$ cat src/rtl/dcpu16_pkg.sv
// Shared constants for the DCPU-16 F-BUS/G-BUS memory arbiter.
// Build option: DCPU16_ARB_RR_EN selects round-robin arbitration.
package dcpu16_pkg;

   localparam int AW_DEF = 16;
   localparam int DW_DEF = 16;

   localparam logic [1:0] ST_IDLE   = 2'd0;
   localparam logic [1:0] ST_BUSY_F = 2'd1;
   localparam logic [1:0] ST_BUSY_G = 2'd2;
   localparam logic [1:0] ST_ACK    = 2'd3;

   localparam logic [1:0] GNT_NONE = 2'b00;
   localparam logic [1:0] GNT_F    = 2'b01;
   localparam logic [1:0] GNT_G    = 2'b10;

endpackage

$ cat src/rtl/dcpu16_arb_pick.sv
// Combinational winner select between the F-BUS and G-BUS requests.
// Build option: DCPU16_ARB_RR_EN (round-robin), otherwise G over F.
module dcpu16_arb_pick
   import dcpu16_pkg::*;
(
   input  logic       f_stb_i,
   input  logic       g_stb_i,
`ifdef DCPU16_ARB_RR_EN
   input  logic       last_g_i,
`endif
   output logic [1:0] gnt_o
);

   always_comb begin
      gnt_o = GNT_NONE;
      if (f_stb_i && g_stb_i) begin
`ifdef DCPU16_ARB_RR_EN
         gnt_o = last_g_i ? GNT_F : GNT_G;
`else
         gnt_o = GNT_G;
`endif
      end else if (g_stb_i) begin
         gnt_o = GNT_G;
      end else if (f_stb_i) begin
         gnt_o = GNT_F;
      end
   end

endmodule

$ cat src/rtl/dcpu16_arb.sv
// Serialises F-BUS and G-BUS requests onto one single-port memory bus.
// Build option: DCPU16_ARB_RR_EN enables round-robin on simultaneous requests.
module dcpu16_arb
   import dcpu16_pkg::*;
#(
   parameter int AW = AW_DEF,
   parameter int DW = DW_DEF
) (
   input  logic          clk,
   input  logic          rst,
   input  logic [AW-1:0] f_adr,
   input  logic          f_stb,
   input  logic          f_wre,
   input  logic [DW-1:0] f_dto,
   output logic [DW-1:0] f_dti,
   output logic          f_ack,
   input  logic [AW-1:0] g_adr,
   input  logic          g_stb,
   input  logic          g_wre,
   input  logic [DW-1:0] g_dto,
   output logic [DW-1:0] g_dti,
   output logic          g_ack,
   output logic [AW-1:0] m_adr,
   output logic          m_stb,
   output logic          m_wre,
   output logic [DW-1:0] m_dto,
   input  logic [DW-1:0] m_dti,
   input  logic          m_ack,
   output logic [1:0]    m_gnt
);

   logic [1:0]    state_q, state_d;
   logic [AW-1:0] m_adr_q, m_adr_d;
   logic [DW-1:0] m_dto_q, m_dto_d;
   logic [DW-1:0] f_dti_q, f_dti_d;
   logic [DW-1:0] g_dti_q, g_dti_d;
   logic          m_stb_q, m_stb_d;
   logic          m_wre_q, m_wre_d;
   logic          f_ack_q, f_ack_d;
   logic          g_ack_q, g_ack_d;
   logic [1:0]    m_gnt_q, m_gnt_d;
   logic [1:0]    pick;

`ifdef DCPU16_ARB_RR_EN
   logic          last_g_q, last_g_d;
`endif

   dcpu16_arb_pick u_pick (
      .f_stb_i  (f_stb),
      .g_stb_i  (g_stb),
`ifdef DCPU16_ARB_RR_EN
      .last_g_i (last_g_q),
`endif
      .gnt_o    (pick)
   );

   always_comb begin
      state_d = state_q;
      m_adr_d = m_adr_q;
      m_dto_d = m_dto_q;
      f_dti_d = f_dti_q;
      g_dti_d = g_dti_q;
      m_stb_d = m_stb_q;
      m_wre_d = m_wre_q;
      m_gnt_d = m_gnt_q;
      f_ack_d = 1'b0;
      g_ack_d = 1'b0;
`ifdef DCPU16_ARB_RR_EN
      last_g_d = last_g_q;
`endif
      unique case (state_q)
         ST_IDLE: begin
            if (pick != GNT_NONE) begin
               m_stb_d = 1'b1;
               m_gnt_d = pick;
`ifdef DCPU16_ARB_RR_EN
               last_g_d = (pick == GNT_G);
`endif
               if (pick == GNT_G) begin
                  m_adr_d = g_adr;
                  m_wre_d = g_wre;
                  m_dto_d = g_dto;
                  state_d = ST_BUSY_G;
               end else begin
                  m_adr_d = f_adr;
                  m_wre_d = f_wre;
                  m_dto_d = f_dto;
                  state_d = ST_BUSY_F;
               end
            end
         end
         ST_BUSY_F, ST_BUSY_G: begin
            if (m_ack) begin
               m_stb_d = 1'b0;
               m_wre_d = 1'b0;
               m_gnt_d = GNT_NONE;
               state_d = ST_ACK;
               if (state_q == ST_BUSY_F) begin
                  f_dti_d = m_dti;
                  f_ack_d = 1'b1;
               end else begin
                  g_dti_d = m_dti;
                  g_ack_d = 1'b1;
               end
            end
         end
         // one dead cycle so a held-over stb is seen as a fresh request
         ST_ACK: state_d = ST_IDLE;
         default: state_d = ST_IDLE;
      endcase
   end

   always_ff @(posedge clk or posedge rst) begin
      if (rst) begin
         state_q <= ST_IDLE;
         m_adr_q <= '0;
         m_dto_q <= '0;
         f_dti_q <= '0;
         g_dti_q <= '0;
         m_stb_q <= 1'b0;
         m_wre_q <= 1'b0;
         f_ack_q <= 1'b0;
         g_ack_q <= 1'b0;
         m_gnt_q <= GNT_NONE;
`ifdef DCPU16_ARB_RR_EN
         last_g_q <= 1'b1;
`endif
      end else begin
         state_q <= state_d;
         m_adr_q <= m_adr_d;
         m_dto_q <= m_dto_d;
         f_dti_q <= f_dti_d;
         g_dti_q <= g_dti_d;
         m_stb_q <= m_stb_d;
         m_wre_q <= m_wre_d;
         f_ack_q <= f_ack_d;
         g_ack_q <= g_ack_d;
         m_gnt_q <= m_gnt_d;
`ifdef DCPU16_ARB_RR_EN
         last_g_q <= last_g_d;
`endif
      end
   end

   assign m_adr = m_adr_q;
   assign m_dto = m_dto_q;
   assign m_stb = m_stb_q;
   assign m_wre = m_wre_q;
   assign m_gnt = m_gnt_q;
   assign f_dti = f_dti_q;
   assign g_dti = g_dti_q;
   assign f_ack = f_ack_q;
   assign g_ack = g_ack_q;

endmodule

$ cat config.mk
export PLATFORM = sky130hd
export DESIGN_NAME = dcpu16_arb
export DESIGN_NICKNAME = d
export VERILOG_FILES = /design/src/rtl/dcpu16_pkg.sv /design/src/rtl/dcpu16_arb_pick.sv /design/src/rtl/dcpu16_arb.sv
export SDC_FILE = /design/constraint.sdc
export NUM_CORES = 1
export LEC_CHECK = 0
export BUFFER_PORTS_ARGS = -buffer_cell sky130_fd_sc_hd__buf_2
export CAP_MARGIN = 20
export CORE_MARGIN = 5
export CORE_UTILIZATION = 24
export CTS_BUF_LIST = sky130_fd_sc_hd__clkbuf_4 sky130_fd_sc_hd__clkbuf_8 sky130_fd_sc_hd__clkbuf_16
export DETAILED_ROUTE_END_ITERATION = 10
export GPL_TIMING_DRIVEN = 0
export PLACE_DENSITY_LB_ADDON = 0.3
export SLEW_MARGIN = 25
export SYNTH_ARGS = -nofsm -noshare
export SYNTH_HDL_FRONTEND = slang
export SYNTH_SLANG_ARGS = --single-unit
$ cat constraint.sdc
create_clock -name clk -period 3.2 [get_ports clk]
set_clock_uncertainty 0.15 [all_clocks]
set_input_delay 0.8 -clock clk [delete_from_list [all_inputs] [get_ports clk]]
set_output_delay 0.8 -clock clk [all_outputs]
set_load 0.03 [all_outputs]
# Yosys cells after proc, flatten, opt, wreduce, memory -nomap -nowiden
# Index checks and enable logic that the tools add are counted.
dict set report word_totals {
  in_bits 87
  out_inout_bits 70
  elab_cells 51
  register_bits 72
}
dict set report classes {
  bitwise_logic 1
  mux 24
  eq_ne 6
  reduce_logical 10
}
# op n
set ops {}
lappend ops {{16-bit 2-to-1 mux} 2}
lappend ops {{2-bit 2-to-1 mux} 7}
lappend ops {{1-bit 2-to-1 mux} 11}
lappend ops {{3-bit AND reduction} 3}
lappend ops {{2-bit == test (second input constant)} 3}
lappend ops {{2-bit one-hot mux with 3 select lines} 1}
lappend ops {{2-bit inequality test (second input constant)} 2}
lappend ops {{1-bit one-hot mux with 2 select lines} 2}
lappend ops {{2-bit one-hot mux with 2 select lines} 1}
lappend ops {{2-bit AND reduction} 2}
lappend ops {{2-bit nonzero test} 2}
lappend ops {{2-bit by 1-bit == test with 1-bit output (second input constant)} 1}
lappend ops {{2-bit logical NOT} 1}
lappend ops {{2-bit OR reduction} 1}
lappend ops {{1-bit logical AND} 1}
lappend ops {{1-bit NOT} 1}

# Depth between registers and ports, before layout
dict set report depth {
  depth_word 7
  ltp_mapped 7
}

# Hierarchy
# From an unflattened synthesis, not the netlist that was laid out.
dict set report unflattened {
  hier_cells 253
  area_unflattened_um2 3120.5
}
# module instances area_each_um2 cells_per_inst
set by_module_without_submodules {}
lappend by_module_without_submodules {dcpu16_arb 1 3110.5 251}
lappend by_module_without_submodules {dcpu16_arb_pick 1 10.0 2}

# Worst setup path before layout
# Ideal clock, no wire load.
dict set report synth_path {
  kind {register -> register}
  start {register state_q[0]}
  end {register g_dti_q[3] (netlist: g_dti[3])}
  arrival_time_ns 1.431
  setup_slack_ns 1.494
  stages_incl_launch_ff 7
  period_less_slack_ns 1.706
  cell_sequence {dfrtp_1 -> inv_1 -> ha_1 -> clkbuf_2 -> nand3b_4 -> buf_6 -> mux2_2}
}
dict set report synth_via {
  elab_chain_cells 3
  word_cells_on_any_way 5
  cone_classes {eq/ne: 2; bitwise: 1; reduce/logical: 2}
}
# item line
set synth_lines {}
lappend synth_lines {{start, declared} dcpu16_arb.sv:32} ;# logic [1:0] state_q, state_d;
lappend synth_lines {{start signal, assigned} dcpu16_arb.sv:129} ;# state_q <= state_d;
lappend synth_lines {{2-bit by 1-bit == test with 1-bit output / 2-bit == test (equally long branches)} {dcpu16_arb.sv:71, dcpu16_arb.sv:98}}
lappend synth_lines {{2-bit OR reduction / 1-bit NOT (equally long branches)} -}
lappend synth_lines {{3-bit AND reduction (no line) (*)} -}
lappend synth_lines {{end signal, assigned} dcpu16_arb.sv:133} ;# g_dti_q <= g_dti_d;
lappend synth_lines {{end, declared} dcpu16_arb.sv:36} ;# logic [DW-1:0] g_dti_q, g_dti_d;
# Every way passes the cells marked *; elsewhere a longest branch is shown, timed or not.
# A chain may end at the register's enable or synchronous reset.

# Worst setup path after layout
dict set report layout_path {
  start {register state_q[1]}
  end {register g_dti_q[6] (netlist: g_dti[6])}
}
# The elaborated chain is that of the path after synthesis.

==> out/summary.txt <==
Initial Util -> 0.247
Final setup vio count -> 0
CORE AREA -> 12700 sq um
GRT Overall Usage -> 0.114
Via count -> 2445
MaxCap Viol Count -> 0
Largest net degree at the start of global routing -> 51
Vias in the first global route -> 2597
Worst slew margin -> 0.689
Antenna cells -> 0
CTS H-tree lvls -> 3
Post-CTS Setup Bufs -> 0
Final hold slack -> 0.285 ns
#FFs+latches synth -> 72
ANT nets after route -> 0
PostCTS Resize Cnt -> 0
Crit Path Class -> register to register
Final Net Count -> 501
CTS buffer count -> 9
RSZ-0062 raised after global routing -> no
Die width -> 124 microns
Post-DR vias/cell -> 4.16
Sink Count -> 72
Mapped cell area -> 3130 sq um
Initial DRT Pass Iterations -> 4
Worst R2R Start -> state_q[1]$_DFFE_PP0P_
Post-Syn Instances -> 243
Multi-input logic area -> 1190 sq um
CP Max Fanout -> 10
Placement Setup Slack -> 1.01 ns
Clk pin slew, worst setup/hold paths -> 0.06 ns
Die ar. -> 15400 sq um
Global-route wire length before repair -> 13.2 mm
Drt total wl -> 8.65 mm
CTS root buf -> clkbuf_16
DR WL/cell -> 14.7 microns
Worst setup margin -> 1.30 ns
Row Count -> 41
Layout Area Growth over Synthesis -> 44.0%
Num ports -> 157
FF/Latch Area -> 1800 sq um
Fin crit share -> 0.594
Clock buffer depth -> 2
Synth cell types -> 21
CP required -> 3.27 ns
Grt ovf -> 0
Initial DRC count -> 65
Antenna violations before repair -> 0
CTS tree -> built
Register area share after synthesis -> 0.576
Mapped Avg Cell Area -> 12.9 sq um
Worst Tran Pin Value -> 0.467 ns
Share of cells above drive strength 1 -> 0.531
DP HPWL -> 6.58 mm
CP Capture Type -> register
Post-layout min period -> 1.90 ns
IO buf count -> 156
R2r worst-path depth -> 6
Worst IR drop on VDD -> 0.324 mV
Clk Latency, worst-skew pair -> 0.33 ns
Post-synthesis net count -> 333
Hold_buf cts -> 0
Startpoint class of the critical path -> register
Synth warn -> 0
Drt drc -> 0
Fmax -> 526 MHz
Pwr dens -> 1130 nW/um^2
Status -> complete, no violations
Reg2reg end -> g_dti[6]$_DFFE_PP0P_
Critical path arrival -> 1.97 ns
Static Leakage -> 2.36 nW
Worst R2R Setup Slack -> 1.30 ns
Routability cong. -> 0.756
Die Y -> 124 microns
# fillers -> 1318
Worst hold-check path type -> input port to asynchronous set/reset pin
Fin. max-slew vios -> 0
Count of final hold-check violations -> 0
layout by cell type, fill, tap and decap left out:
| cell type | count |
|---|---|
| and3b_1 | 1 |
| clkbuf_8 | 1 |
| o32ai_4 | 1 |
| nand3b_4 | 1 |
| o2bb2ai_1 | 4 |
| a21boi_0 | 1 |
| buf_6 | 6 |
| mux2_2 | 29 |
| clkbuf_4 | 1 |
| inv_4 | 1 |
| a22o_1 | 1 |
| clkinv_4 | 1 |
| nand2_2 | 1 |
| mux2i_1 | 37 |
| o21ai_0 | 33 |
| dfrtp_1 | 72 |
| mux2_4 | 3 |
| nand2_1 | 33 |
| clkbuf_16 | 9 |
| o21ai_1 | 1 |
| buf_16 | 1 |
| a21oi_1 | 1 |
| ha_1 | 3 |
| inv_1 | 6 |
| bufinv_16 | 3 |
| buf_2 | 161 |
| clkbuf_2 | 1 |
| clkbuf_1 | 2 |
| clkinv_2 | 1 |
flip-flops by register name (all words and copies together), names as in the netlist:
name     flops
m_dto       16
m_gnt        2
f_ack        1
f_dti       16
m_stb        1
m_wre        1
g_ack        1
m_adr       16
state_q      2
g_dti       16
layout make-up:
| type | count | share of cell area |
|---|---|---|
| multi-input combinational | 150 | 0.265 |
| timing repair buffer | 157 | 0.180 |
| buffer | 14 | 0.0233 |
| clock buffer | 11 | 0.0548 |
| inverter | 7 | 0.00639 |
| tap | 172 | 0.0478 |
| clock inverter | 5 | 0.0231 |
| sequential | 72 | 0.400 |
synthesized netlist by cell type:
master,instances,area share
buf_2,5,0.0080
a22o_1,1,0.0028
o2bb2ai_1,4,0.011
o21ai_1,1,0.0016
mux2_2,29,0.10
clkbuf_1,2,0.0024
a21boi_0,1,0.0024
mux2_4,3,0.014
clkbuf_2,1,0.0016
dfrtp_1,72,0.58
buf_6,6,0.022
mux2i_1,37,0.12
inv_1,7,0.0084
a21oi_1,1,0.0016
nand3b_4,1,0.0064
and3b_1,1,0.0028
nand2_1,33,0.040
o32ai_4,1,0.0088
nand2_2,1,0.0020
ha_1,3,0.012
o21ai_0,33,0.053
critical path, stage by stage (launching register included):
cell and delay [ns]:
dfrtp_1 0.36, inv_1 0.12, ha_1 0.24, clkbuf_2 0.18, nand3b_4 0.18, buf_6 0.19, mux2_2 0.35
power by group:
part	total (mW)	switching, mW	internal [mW]
Clock	1.17	0.381	0.791
Combinational	2.38	1.57	0.817
Sequential	1.55	0.197	1.35
per-stage QoR:
| stage | std cells | setup TNS [ns] | utilization | instance area, sq um | total power [mW] |
|---|---|---|---|---|---|
| 5_1_grt | 588 | 0 | 0.355 | 4500 | 5.44 |
| 2_1_floorplan | 243 | 0 | - | 3130 | 3.23 |
| 3_3_place_gp | 571 | -38.53 | 0.325 | 4120 | 3.94 |
| 4_1_cts | 588 | 0 | 0.355 | 4500 | 5.21 |
| 3_5_place_dp | 572 | 0 | 0.328 | 4150 | 4.00 |
| 6_report | 588 | 0 | 0.355 | 4500 | 5.10 |
cells by family (layout without fill, tap and decap cells):
logic type | Yosys count | count (layout) | share of synthesized area
AOI/OAI and AO/OA | 42 | 42 | 0.0813
adders and majority gates | 3 | 3 | 0.0120
buffers and inverters | 21 | 194 | 0.0420
DFF | 72 | 72 | 0.576
muxes | 69 | 69 | 0.237
and+or+nand+nor | 36 | 36 | 0.0508
per-layer routing:
metal	part of all wire	wire length [microns]	track usage
met5	0	0	0
met4	0.019	168	0.0554
met3	0.074	642	0.0295
met2	0.49	4280	0.185
met1	0.41	3560	0.142
worst max-delay path by stage:
| stage | to | depth (start not counted) | start | slack [ns] |
|---|---|---|---|---|
| floorplan | f_ack$_DFF_PP0_ | 1 | rst | 0.43 |
| global route | g_dti[6]$_DFFE_PP0P_ | 6 | state_q[1]$_DFFE_PP0P_ | 1.19 |
| finish | g_dti[6]$_DFFE_PP0P_ | 6 | state_q[1]$_DFFE_PP0P_ | 1.30 |
| CTS | g_dti[6]$_DFFE_PP0P_ | 6 | state_q[1]$_DFFE_PP0P_ | 1.27 |
| detailed placement | m_dto[6]$_DFFE_PP0P_ | 6 | g_stb | 1.01 |
| global placement | m_adr[10]$_DFFE_PP0P_ | 2 | rst | -0.54 |
(Power assumes the default switching activity.)
